### src/rtl/jtcps1_pkg.sv
// Shared constants and types for the CPS1 palette copy engine.
package jtcps1_pkg;

  localparam int PAGES   = 6;             // palette pages copied per request
  localparam int PAGE_AW = 9;             // words per page = 2**PAGE_AW
  localparam int PAL_AW  = 12;            // palette RAM address: {page, index}
  localparam int VRAM_AW = 17;            // VRAM word address width
  localparam int PAGE_W  = PAL_AW - PAGE_AW;  // page counter width (0..PAGES)

  typedef enum logic [2:0] {
    ST_IDLE,
    ST_SCAN,
    ST_REQ,
    ST_WR,
    ST_FIN
  } pal_dma_state_t;

  // pal_base counts 256-byte units, i.e. 128 VRAM words.
  function automatic logic [VRAM_AW-1:0] base_to_src(input logic [15:0] base);
    logic [16:0] words;
    words = {base[9:0], 7'd0};
    return words[VRAM_AW-1:0];
  endfunction

endpackage

### src/rtl/jtcps1_pal_dma.sv
// Palette copy engine: walks the enabled palette pages, reads each word from
// VRAM through the shared SDRAM port and writes it into the palette RAM.
module jtcps1_pal_dma
  import jtcps1_pkg::*;
(
  input  logic               clk,
  input  logic               rst,
  input  logic               pal_copy,
  input  logic [15:0]        pal_base,
  input  logic [PAGES-1:0]   pal_page_en,
  output logic [VRAM_AW-1:0] vram_addr,
  output logic               vram_cs,
  input  logic               vram_ok,
  input  logic [15:0]        vram_data,
  output logic [PAL_AW-1:0]  pal_addr,
  output logic [15:0]        pal_data,
  output logic               pal_we,
  output logic               busy,
  output logic               done
);

  localparam logic [PAGE_W-1:0]  LAST_PAGE   = PAGE_W'(PAGES);
  localparam logic [PAGE_AW-1:0] LAST_IDX    = '1;
  localparam logic [VRAM_AW-1:0] PAGE_STRIDE = VRAM_AW'(1 << PAGE_AW);

  pal_dma_state_t state_reg, state_next;

  logic [PAGE_W-1:0]      page_reg;
  logic [PAGE_AW-1:0]     idx_reg;
  logic [VRAM_AW-1:0]     src_reg;
  logic [PAGES-1:0]       en_reg;
  logic                   pending_reg;
  logic                   done_reg;
  logic [15:0]            pal_data_reg;

  // Mask padded to the full page-counter range so page==PAGES reads as off
  logic [(1<<PAGE_W)-1:0] en_ext;
  logic                   page_end;
  logic                   page_on;
  logic                   last_word;
  logic                   restart;

  // Decode helpers for the current page/word position
  always_comb begin
    en_ext             = '0;
    en_ext[PAGES-1:0]  = en_reg;
    page_end           = (page_reg == LAST_PAGE);
    page_on            = en_ext[page_reg];
    last_word          = (idx_reg == LAST_IDX);
    // A pulse arriving during FIN counts as a pending request
    restart            = pending_reg | pal_copy;
  end

  // State register
  always_ff @(posedge clk) begin
    if (rst) state_reg <= ST_IDLE;
    else     state_reg <= state_next;
  end

  // Next-state logic
  always_comb begin
    state_next = state_reg;
    case (state_reg)
      ST_IDLE: if (pal_copy) state_next = ST_SCAN;
      ST_SCAN: begin
        if (page_end)     state_next = ST_FIN;
        else if (page_on) state_next = ST_REQ;
        else              state_next = ST_SCAN;
      end
      ST_REQ:  if (vram_ok) state_next = ST_WR;
      ST_WR:   state_next = last_word ? ST_SCAN : ST_REQ;
      ST_FIN:  state_next = restart ? ST_SCAN : ST_IDLE;
      default: state_next = ST_IDLE;
    endcase
  end

  // Outputs decoded from state and the position registers
  always_comb begin
    vram_cs   = (state_reg == ST_REQ);
    vram_addr = src_reg + VRAM_AW'(idx_reg);
    pal_we    = (state_reg == ST_WR);
    pal_addr  = {page_reg, idx_reg};
    pal_data  = pal_data_reg;
    busy      = (state_reg != ST_IDLE);
    done      = done_reg;
  end

  // Copy position, latched request parameters, read data and done pulse
  always_ff @(posedge clk) begin
    if (rst) begin
      page_reg     <= '0;
      idx_reg      <= '0;
      src_reg      <= '0;
      en_reg       <= '0;
      pal_data_reg <= '0;
      done_reg     <= 1'b0;
    end else begin
      done_reg <= (state_reg == ST_FIN);
      case (state_reg)
        ST_IDLE: begin
          if (pal_copy) begin
            src_reg  <= base_to_src(pal_base);
            en_reg   <= pal_page_en;
            page_reg <= '0;
            idx_reg  <= '0;
          end
        end
        ST_SCAN: begin
          // Disabled pages are skipped without consuming source words
          if (!page_end && !page_on) page_reg <= page_reg + PAGE_W'(1);
        end
        ST_REQ: begin
          if (vram_ok) pal_data_reg <= vram_data;
        end
        ST_WR: begin
          if (last_word) begin
            idx_reg  <= '0;
            src_reg  <= src_reg + PAGE_STRIDE;
            page_reg <= page_reg + PAGE_W'(1);
          end else begin
            idx_reg  <= idx_reg + PAGE_AW'(1);
          end
        end
        ST_FIN: begin
          // Pending copies sample the inputs now, not when the pulse came
          if (restart) begin
            src_reg  <= base_to_src(pal_base);
            en_reg   <= pal_page_en;
            page_reg <= '0;
            idx_reg  <= '0;
          end
        end
        default: ;
      endcase
    end
  end

  // Pending request flag: set by pulses while busy, consumed by FIN
  always_ff @(posedge clk) begin
    if (rst) begin
      pending_reg <= 1'b0;
    end else begin
      case (state_reg)
        ST_IDLE: pending_reg <= 1'b0;
        ST_FIN:  pending_reg <= 1'b0;
        default: if (pal_copy) pending_reg <= 1'b1;
      endcase
    end
  end

endmodule

### config.mk
export PLATFORM = sky130hd
export DESIGN_NAME = jtcps1_pal_dma
export DESIGN_NICKNAME = d
export VERILOG_FILES = /design/src/rtl/jtcps1_pkg.sv /design/src/rtl/jtcps1_pal_dma.sv
export SDC_FILE = /design/constraint.sdc
export NUM_CORES = 1
export LEC_CHECK = 0
export BUFFER_PORTS_ARGS = -buffer_cell sky130_fd_sc_hd__buf_2
export CELL_PAD_IN_SITES_DETAIL_PLACEMENT = 1
export CELL_PAD_IN_SITES_GLOBAL_PLACEMENT = 2
export CORE_ASPECT_RATIO = 1.1
export CORE_MARGIN = 3
export CORE_UTILIZATION = 24
export CTS_CLUSTER_DIAMETER = 80
export DETAILED_ROUTE_END_ITERATION = 10
export GPL_ROUTABILITY_DRIVEN = 0
export PLACE_DENSITY = 0.81
export SYNTH_ARGS = -nofsm -noshare
export SYNTH_HDL_FRONTEND = slang
export SYNTH_SLANG_ARGS = --single-unit
### constraint.sdc
create_clock -name clk -period 1.8 [get_ports clk]
set_input_delay 0.27 -clock clk [delete_from_list [all_inputs] [get_ports clk]]
set_output_delay 0.27 -clock clk [all_outputs]
set_load 0.02 [all_outputs]
== Word-level counts from Yosys, hierarchy flattened ==
Index checks and enable logic that the tools add are counted.
Word-level totals
  input bits: 42
  register bits after elaboration: 56
  word-level logic and storage cells: 65
Operators by class
  eq/ne operators: 11
  reductions and logical operators: 15
  bitwise operators: 1
  add/sub/neg operators: 4
  multiplexer cells: 25
  $lt $le $gt $ge: 1
Operators with widths (count)
  17-bit two-way mux: 3
  17-bit one-hot mux with 3 select lines: 1
  9-bit two-way mux: 3
  9-bit one-hot mux with 3 select lines: 1
  3-bit two-way mux: 7
  17-bit by 10-bit adder with 17-bit output (second input constant): 1
  17-bit by 9-bit adder with 17-bit output: 1
  3-bit one-hot mux with 5 select lines: 1
  6-bit two-way mux: 2
  3-bit one-hot mux with 4 select lines: 1
  6-bit one-hot mux with 2 select lines: 1
  9-bit by 1-bit adder with 9-bit output (second input constant): 1
  9-bit == test (second input constant): 1
  3-bit by 2-bit == test with 1-bit output (second input constant): 2
  3-bit == test (second input constant): 2
  2-bit != test (second input constant): 3
  3-bit AND reduction: 2
  3-bit nonzero test: 2
  5-bit AND reduction: 1
  3-bit by 4-bit < comparator with 1-bit output (second input constant): 1
  2-bit two-way mux: 2
  2-bit by 1-bit != test with 1-bit output (second input constant): 2
  2-bit AND reduction: 2
  4-bit AND reduction: 1
  11 further kinds: 13

== Longest topological paths before layout ==
Gate-level depths: netlist of the first run.
  word-level depth: 6
  depth in mapped cells: 8
  mapped depth without buffers: 8

== Worst setup path before layout of the first run ==
OpenSTA, ideal clock, no wires.
  path type: register -> register
  start point: register idx_reg[0]
  end point: register page_reg[1]
  arrival time: 1.952 ns
  cell stages (with the launch flop): 9
  path slack: -0.276 ns
  clock period less this slack: 2.076 ns
  required time: 1.677 ns
  path buffers: 0
  cells stage by stage: dfxtp_1 > ha_1 > nand3_1 > nor2_1 > ha_1 > nand2b_1 > a32oi_1 > a211oi_1 > mux2_1
Between the ends
  cells in the longest elaborated chain, start to end: 3
RTL lines
  start, declared: line jtcps1_pal_dma.sv:29  | logic [PAGE_AW-1:0] idx_reg;
  start signal, assigned: line jtcps1_pal_dma.sv:121  | idx_reg <= idx_reg + PAGE_AW'(1);
  9-bit == test: line jtcps1_pal_dma.sv:49  | last_word = (idx_reg == LAST_IDX);
  2-bit by 1-bit != test with 1-bit output (no source line)
  5-bit AND reduction (no source line)
  end signal, assigned: line jtcps1_pal_dma.sv:110  | if (!page_end && !page_on) page_reg <= page_reg + PAGE_W'(1);
  end signal, assigned: line jtcps1_pal_dma.sv:119  | page_reg <= page_reg + PAGE_W'(1);
  end, declared: line jtcps1_pal_dma.sv:28  | logic [PAGE_W-1:0] page_reg;
Every way passes these cells.
A chain may end at the register's enable or synchronous reset.

== Final worst setup path of the first run ==
  start point: register idx_reg[7]
  end point: output vram_addr[11]
Between the ends
  cells in the longest elaborated chain, start to end: 1
RTL lines
  17-bit by 9-bit adder with 17-bit output: line jtcps1_pal_dma.sv:80  | vram_addr = src_reg + VRAM_AW'(idx_reg);
  end, declared: line jtcps1_pal_dma.sv:11  | output logic [VRAM_AW-1:0] vram_addr,
Every way passes these cells.

==> results of run 1 <==
[metrics by stage]
stage | hold slack (ps) | instance area (µm²)
2_1_floorplan | 406 | 2570
3_3_place_gp | 439 | 3370
3_5_place_dp | 446 | 3370
4_1_cts | 178 | 3720
5_1_grt | 189 | 3870
6_report | 194 | 3870
[cell families after synthesis]
kind of cell	after synthesis	share of synthesized area (%)
AO/OA/AOI/OAI	81	19.9
XOR/XNOR	10	3.47
adder cells (fa/ha/maj)	7	3.47
buffers and inverters	32	5.40
flip-flops	49	38.8
multiplexers	6	2.43
AND/OR/NAND/NOR	137	26.5
[cell type report]
type,instances,area [µm²],share of cell area [%]
Multi-Input combinational cell,241,1670,43.3
Sequential cell,49,1020,26.3
Clock inverter,2,38.8,1.00
Clock buffer,6,93.8,2.43
Tap cell,140,175,4.53
Timing Repair Buffer,131,841,21.7
Inverter,7,26.3,0.679
[power by group]
part / total, W / switching [W] / internal (W)
combinational: 0.000476 / 0.000251 / 0.000225
sequential: 0.00117 / 0.0000518 / 0.00112
clock: 0.000914 / 0.000409 / 0.000505
[layer usage]
layer	global-route usage, %	vias up	share of wire (%)
met3	3.74	4	5.6
met5	0	-	0
li1	-	1345	-
met2	26.6	63	52
met1	17.9	1265	42
met4	2.84	0	0.39
[timing repair]
item | 4_1_cts | 5_1_grt
setup buffers | 3 | 5
resized for setup | 47 | 28
pin swaps | 17 | 12
setup endpoints to repair | 18 | 36
[Yosys cell counts, types with 7 or more instances]
| master | number | share of area, % |
|---|---|---|
| a21oi_1 | 39 | 7.7 |
| buf_2 | 7 | 1.4 |
| clkbuf_1 | 16 | 2.4 |
| dfxtp_1 | 49 | 39 |
| ha_1 | 7 | 3.5 |
| nand2_1 | 68 | 10 |
| nand2b_1 | 11 | 2.7 |
| nand3_1 | 7 | 1.4 |
| nor2_1 | 11 | 1.6 |
| nor3_1 | 7 | 1.4 |
| o31ai_1 | 7 | 2.1 |
[worst max-delay path: stages (launching register included)]
cell and delay (ps):
dfxtp_4 370, buf_6 110, ha_4 150, a21oi_2 130, buf_6 180, nand2b_4 150
xnor2_2 100, buf_4 150
[final timing paths]
check,endpoint,slack [ps],cells past startpoint
max,vram_addr[11],-110,7
min reg2reg,en_reg[2],460,2
max reg2reg,src_reg[15],-90,8
min,pal_data[11],190,3
==> flow_metrics.py, run 1 <==
metrics = {
    "cts": {
        "htree_levels": 2,
        "cts_tree": "done",
        "path_clk_slew_ps": 100,
        "cts_root_buf": "clkbuf_8",
        "clock_sinks": 49,
        "clockBufferDepth": 2,
        "cts_buffers": 5,
        "clk_latency_ps": 300,
        "ctsHoldBuffers": 0,
    },
    "routing": {
        "routedWlPerCell_um": 14.7,
        "vias": 2677,
        "wirelength_um": 8480,
        "drt_pre_antenna_iters": 4,
        "vias_per_cell": 4.65,
        "drc": 0,
        "drtIter0Drc": 58,
        "ant_nets": 0,
    },
    "sta": {
        "skew_ps": 9.00,
        "tns_ps": -858,
        "slew_viol_final": 0,
        "worstMarginPinSlew_ps": 509,
        "slew_headroom_pct": 66.1,
        "max_freq_ghz": 0.523,
        "rsz0062_at_grt": "true",
        "period_share_pct": 106,
        "finalCriticalPeriod_ps": 1910,
        "setup_slack_ps": -111,
        "hold_viol": 0,
        "setup_viol": 11,
    },
    "placed_design": {
        "portBuffers": 84,
        "pre_cts_slack_ps": -81.1,
        "hpwl_um": 6230,
        "dp_cells": 561,
    },
    "final_layout": {
        "area_delta_synth_final_pct": 53.0,
        "final_common_cell": "buf_2",
        "diodes": 0,
        "fin_nets": 484,
        "final_cell_mix": "74 x buf_2, 68 x nand2_1, 47 x buf_4, 37 x a21oi_1, 31 x dfxtp_1",
        "fill_cells": 1227,
        "fin_cells": 576,
        "utilization_pct": 38.4,
        "largest_register_ffs": 16,
        "drive_gt1_share_pct": 45.0,
    },
    "yosys": {
        "ys.flop_type": "dfxtp_1",
        "synth_cell_types": 53,
        "syn_avg_cell_area_um2": 7.85,
        "synth_warnings": 0,
        "synthArstFlopShare_pct": 0,
        "synth_edf_count": 0,
        "ys_seq_area_share_pct": 38.8,
        "synth_area_um2": 2530,
        "postSynthCellCount": 322,
        "postSynthNetCount": 371,
        "ys_seq_elements": 49,
    },
    "floorplanning": {
        "die_w_um": 104,
        "placementRows": 38,
        "die_h_um": 114,
        "start_util_pct": 25.1,
        "coreArea_um2": 10100,
        "die-area_um2": 11800,
        "ioPinCount": 91,
    },
    "grt": {
        "grt_pass1_wl_um": 14600,
        "grt_pass1_vias": 2913,
        "grt.total_usage_pct": 14.7,
        "grt_max_degree": 26,
        "antenna_found_initial": 0,
        "gr-total-overflow": 0,
    },
    "setup_path": {
        "cp.arrival_ps": 1640,
        "end_kind": "output pin",
        "worstSetupStartpoint": "idx_reg[7]",
        "start_kind": "register",
        "critPathKind": "reg -> out",
        "cp_max_fo": 8,
        "r2r-start": "idx_reg[3]",
        "crit_required_ps": 1530,
    },
    "flow_run": {
        "maxCapViolations": 0,
    },
    "outcome": {
        "status": "finished, violations left",
        "violations": "setup timing",
    },
    "power_and_ir_drop": {
        "p_per_area_nw_per_um2": 663,
        "power_w": 0.00256,
        "p_leak_nw": 1.67,
        "ir_worst_vdd_mv": 0.525,
    },
    "min_path": {
        "hold_class": "in -> reg",
        "holdCritStartpoint": "vram_data[11]",
    },
}
No activity file was read; power rests on OpenSTA's default activity.
==> inputs of run 2 (changes only) <==
- BUFFER_PORTS_ARGS: -buffer_cell sky130_fd_sc_hd__buf_2 -> -buffer_cell sky130_fd_sc_hd__buf_4
- CORE_MARGIN: 3 -> 4
==> flow_metrics.py, run 2 (synthesized netlist as in run 1, its figures left out) <==
metrics = {
    "outcome": {
        "status": "finished, violations left",
        "violations": "setup timing",
    },
    "flow_run": {
        "maxCapViolations": 0,
    },
    "final_layout": {
        "diodes": 0,
        "final_cell_mix": "124 x buf_4, 68 x nand2_1, 37 x a21oi_1, 34 x dfxtp_1, 11 x dfxtp_2",
        "drive_gt1_share_pct": 43.9,
        "fin_nets": 481,
        "final_common_cell": "buf_4",
        "fin_cells": 576,
        "area_delta_synth_final_pct": 58.6,
        "fill_cells": 1266,
        "largest_register_ffs": 16,
    },
    "routing": {
        "routedWlPerCell_um": 14.5,
        "vias_per_cell": 4.62,
        "drtIter0Drc": 59,
        "drc": 0,
        "wirelength_um": 8370,
        "ant_nets": 0,
        "drt_pre_antenna_iters": 4,
        "vias": 2662,
    },
    "cts": {
        "htree_levels": 2,
        "cts_buffers": 5,
        "cts_root_buf": "clkbuf_16",
        "path_clk_slew_ps": 70,
        "cts_tree": "done",
        "clk_latency_ps": 290,
        "clockBufferDepth": 2,
        "clock_sinks": 49,
    },
    "floorplanning": {
        "ioPinCount": 91,
        "placementRows": 39,
        "die_h_um": 116,
        "coreArea_um2": 10300,
        "start_util_pct": 24.4,
        "die-area_um2": 12200,
        "die_w_um": 106,
    },
    "sta": {
        "finalCriticalPeriod_ps": 1860,
        "worstMarginPinSlew_ps": 533,
        "slew_headroom_pct": 64.5,
        "hold_viol": 0,
        "setup_viol": 9,
        "max_freq_ghz": 0.538,
        "period_share_pct": 103,
        "rsz0062_at_grt": "true",
        "setup_slack_ps": -57.0,
        "slew_viol_final": 0,
        "skew_ps": 6.56,
    },
    "setup_path": {
        "crit_required_ps": 1530,
        "cp_max_fo": 8,
        "cp_num_buf_inv": 2,
        "cp.arrival_ps": 1590,
        "critPathKind": "reg -> out",
        "start_kind": "register",
        "end_kind": "output pin",
        "crit_family": "flip-flops",
        "path_cells": "ha_2 > a21oi_2 > buf_6 > nand2b_4 > xnor2_2 > buf_4",
        "critPathSlowestCell": "dfxtp_4",
        "max_stage_delay_ps": 370,
    },
    "min_path": {
        "hold_class": "in -> reg",
    },
    "grt": {
        "grt_pass1_vias": 2764,
        "gr-total-overflow": 0,
        "antenna_found_initial": 0,
        "grt_max_degree": 49,
        "grt_pass1_wl_um": 13400,
        "grt.total_usage_pct": 13.2,
    },
    "placed_design": {
        "hpwl_um": 6200,
        "portBuffers": 84,
        "dp_cells": 563,
    },
    "power_and_ir_drop": {
        "ir_worst_vdd_mv": 0.363,
        "p_per_area_nw_per_um2": 651,
        "p_leak_nw": 1.68,
        "power_w": 0.00261,
    },
}
-- run 2: changes by cell type in the layout (fill, tap and decap cells not counted), moves of 3 or more --
cell       previous run  this run
clkbuf_8              5         0
buf_6                 8         3
clkbuf_16             1         5
dfxtp_1              31        34
buf_4                47       124
buf_2                74         0
-- run 2: area by class of cell --
cell class / count / area (µm²) / area share, %
Inverter: 7 / 26.3 / 0.655
Clock inverter: 3 / 21.3 / 0.531
Sequential cell: 49 / 1010 / 25.2
Multi-Input combinational cell: 241 / 1660 / 41.5
Clock buffer: 5 / 125 / 3.12
Timing Repair Buffer: 128 / 985 / 24.6
Tap cell: 143 / 179 / 4.46
-- run 2: path summary, 6_finish.rpt --
path	from	end	slack (ps)	cells past startpoint
worst max register to register	idx_reg[0]	page_reg[2]	-40	9
worst min register to register	pal_data[10]	pal_data[10]	460	2
worst min-delay path	vram_data[6]	pal_data[6]	220	3
worst max-delay path	idx_reg[7]	vram_addr[11]	-60	6
-- run 2: what timing repair did --
action	CTS	global route
hold buffers	0	0
resized for setup	28	25
setup endpoints to repair	27	35
buffers inserted	5	0
pin swaps	11	3
-- run 2: worst reg2reg max path, stage by stage, from the launching register on --
cell and delay (ps):
dfxtp_4 350, ha_4 160, nand3_4 90, nor2_4 40, ha_4 170, nand2b_4 140, a32oi_4 260, buf_4 150
mux2i_1 240, nand3_2 110
-- run 2: through the flow --
step | utilization, % | hold WS, ps | worst slack (ps) | TNS, ps | instance area, µm²
2_1_floorplan | - | 406 | -8.17 | -8.17 | 2570
3_3_place_gp | 34.6 | 443 | -139 | -1090 | 3580
3_5_place_dp | 34.6 | 449 | -228 | -2390 | 3580
4_1_cts | 37.7 | 215 | -90.1 | -511 | 3900
5_1_grt | 38.8 | 229 | -139 | -1620 | 4010
6_report | 38.8 | 224 | -57.0 | -272 | 4010
-- run 2: layer usage --
metal | GRT usage [%] | vias up | part of all wire, %
li1 | - | 1336 | -
met1 | 17.0 | 1246 | 44
met2 | 22.1 | 72 | 47
met3 | 4.07 | 8 | 7.1
met4 | 2.76 | 0 | 1.0
met5 | 0 | - | 0
-- run 2: power breakdown --
part	internal [W]	switching, W
combinational	0.000248	0.000250
clock	0.000516	0.000426
sequential	0.00112	0.0000463
total	0.00189	0.000722
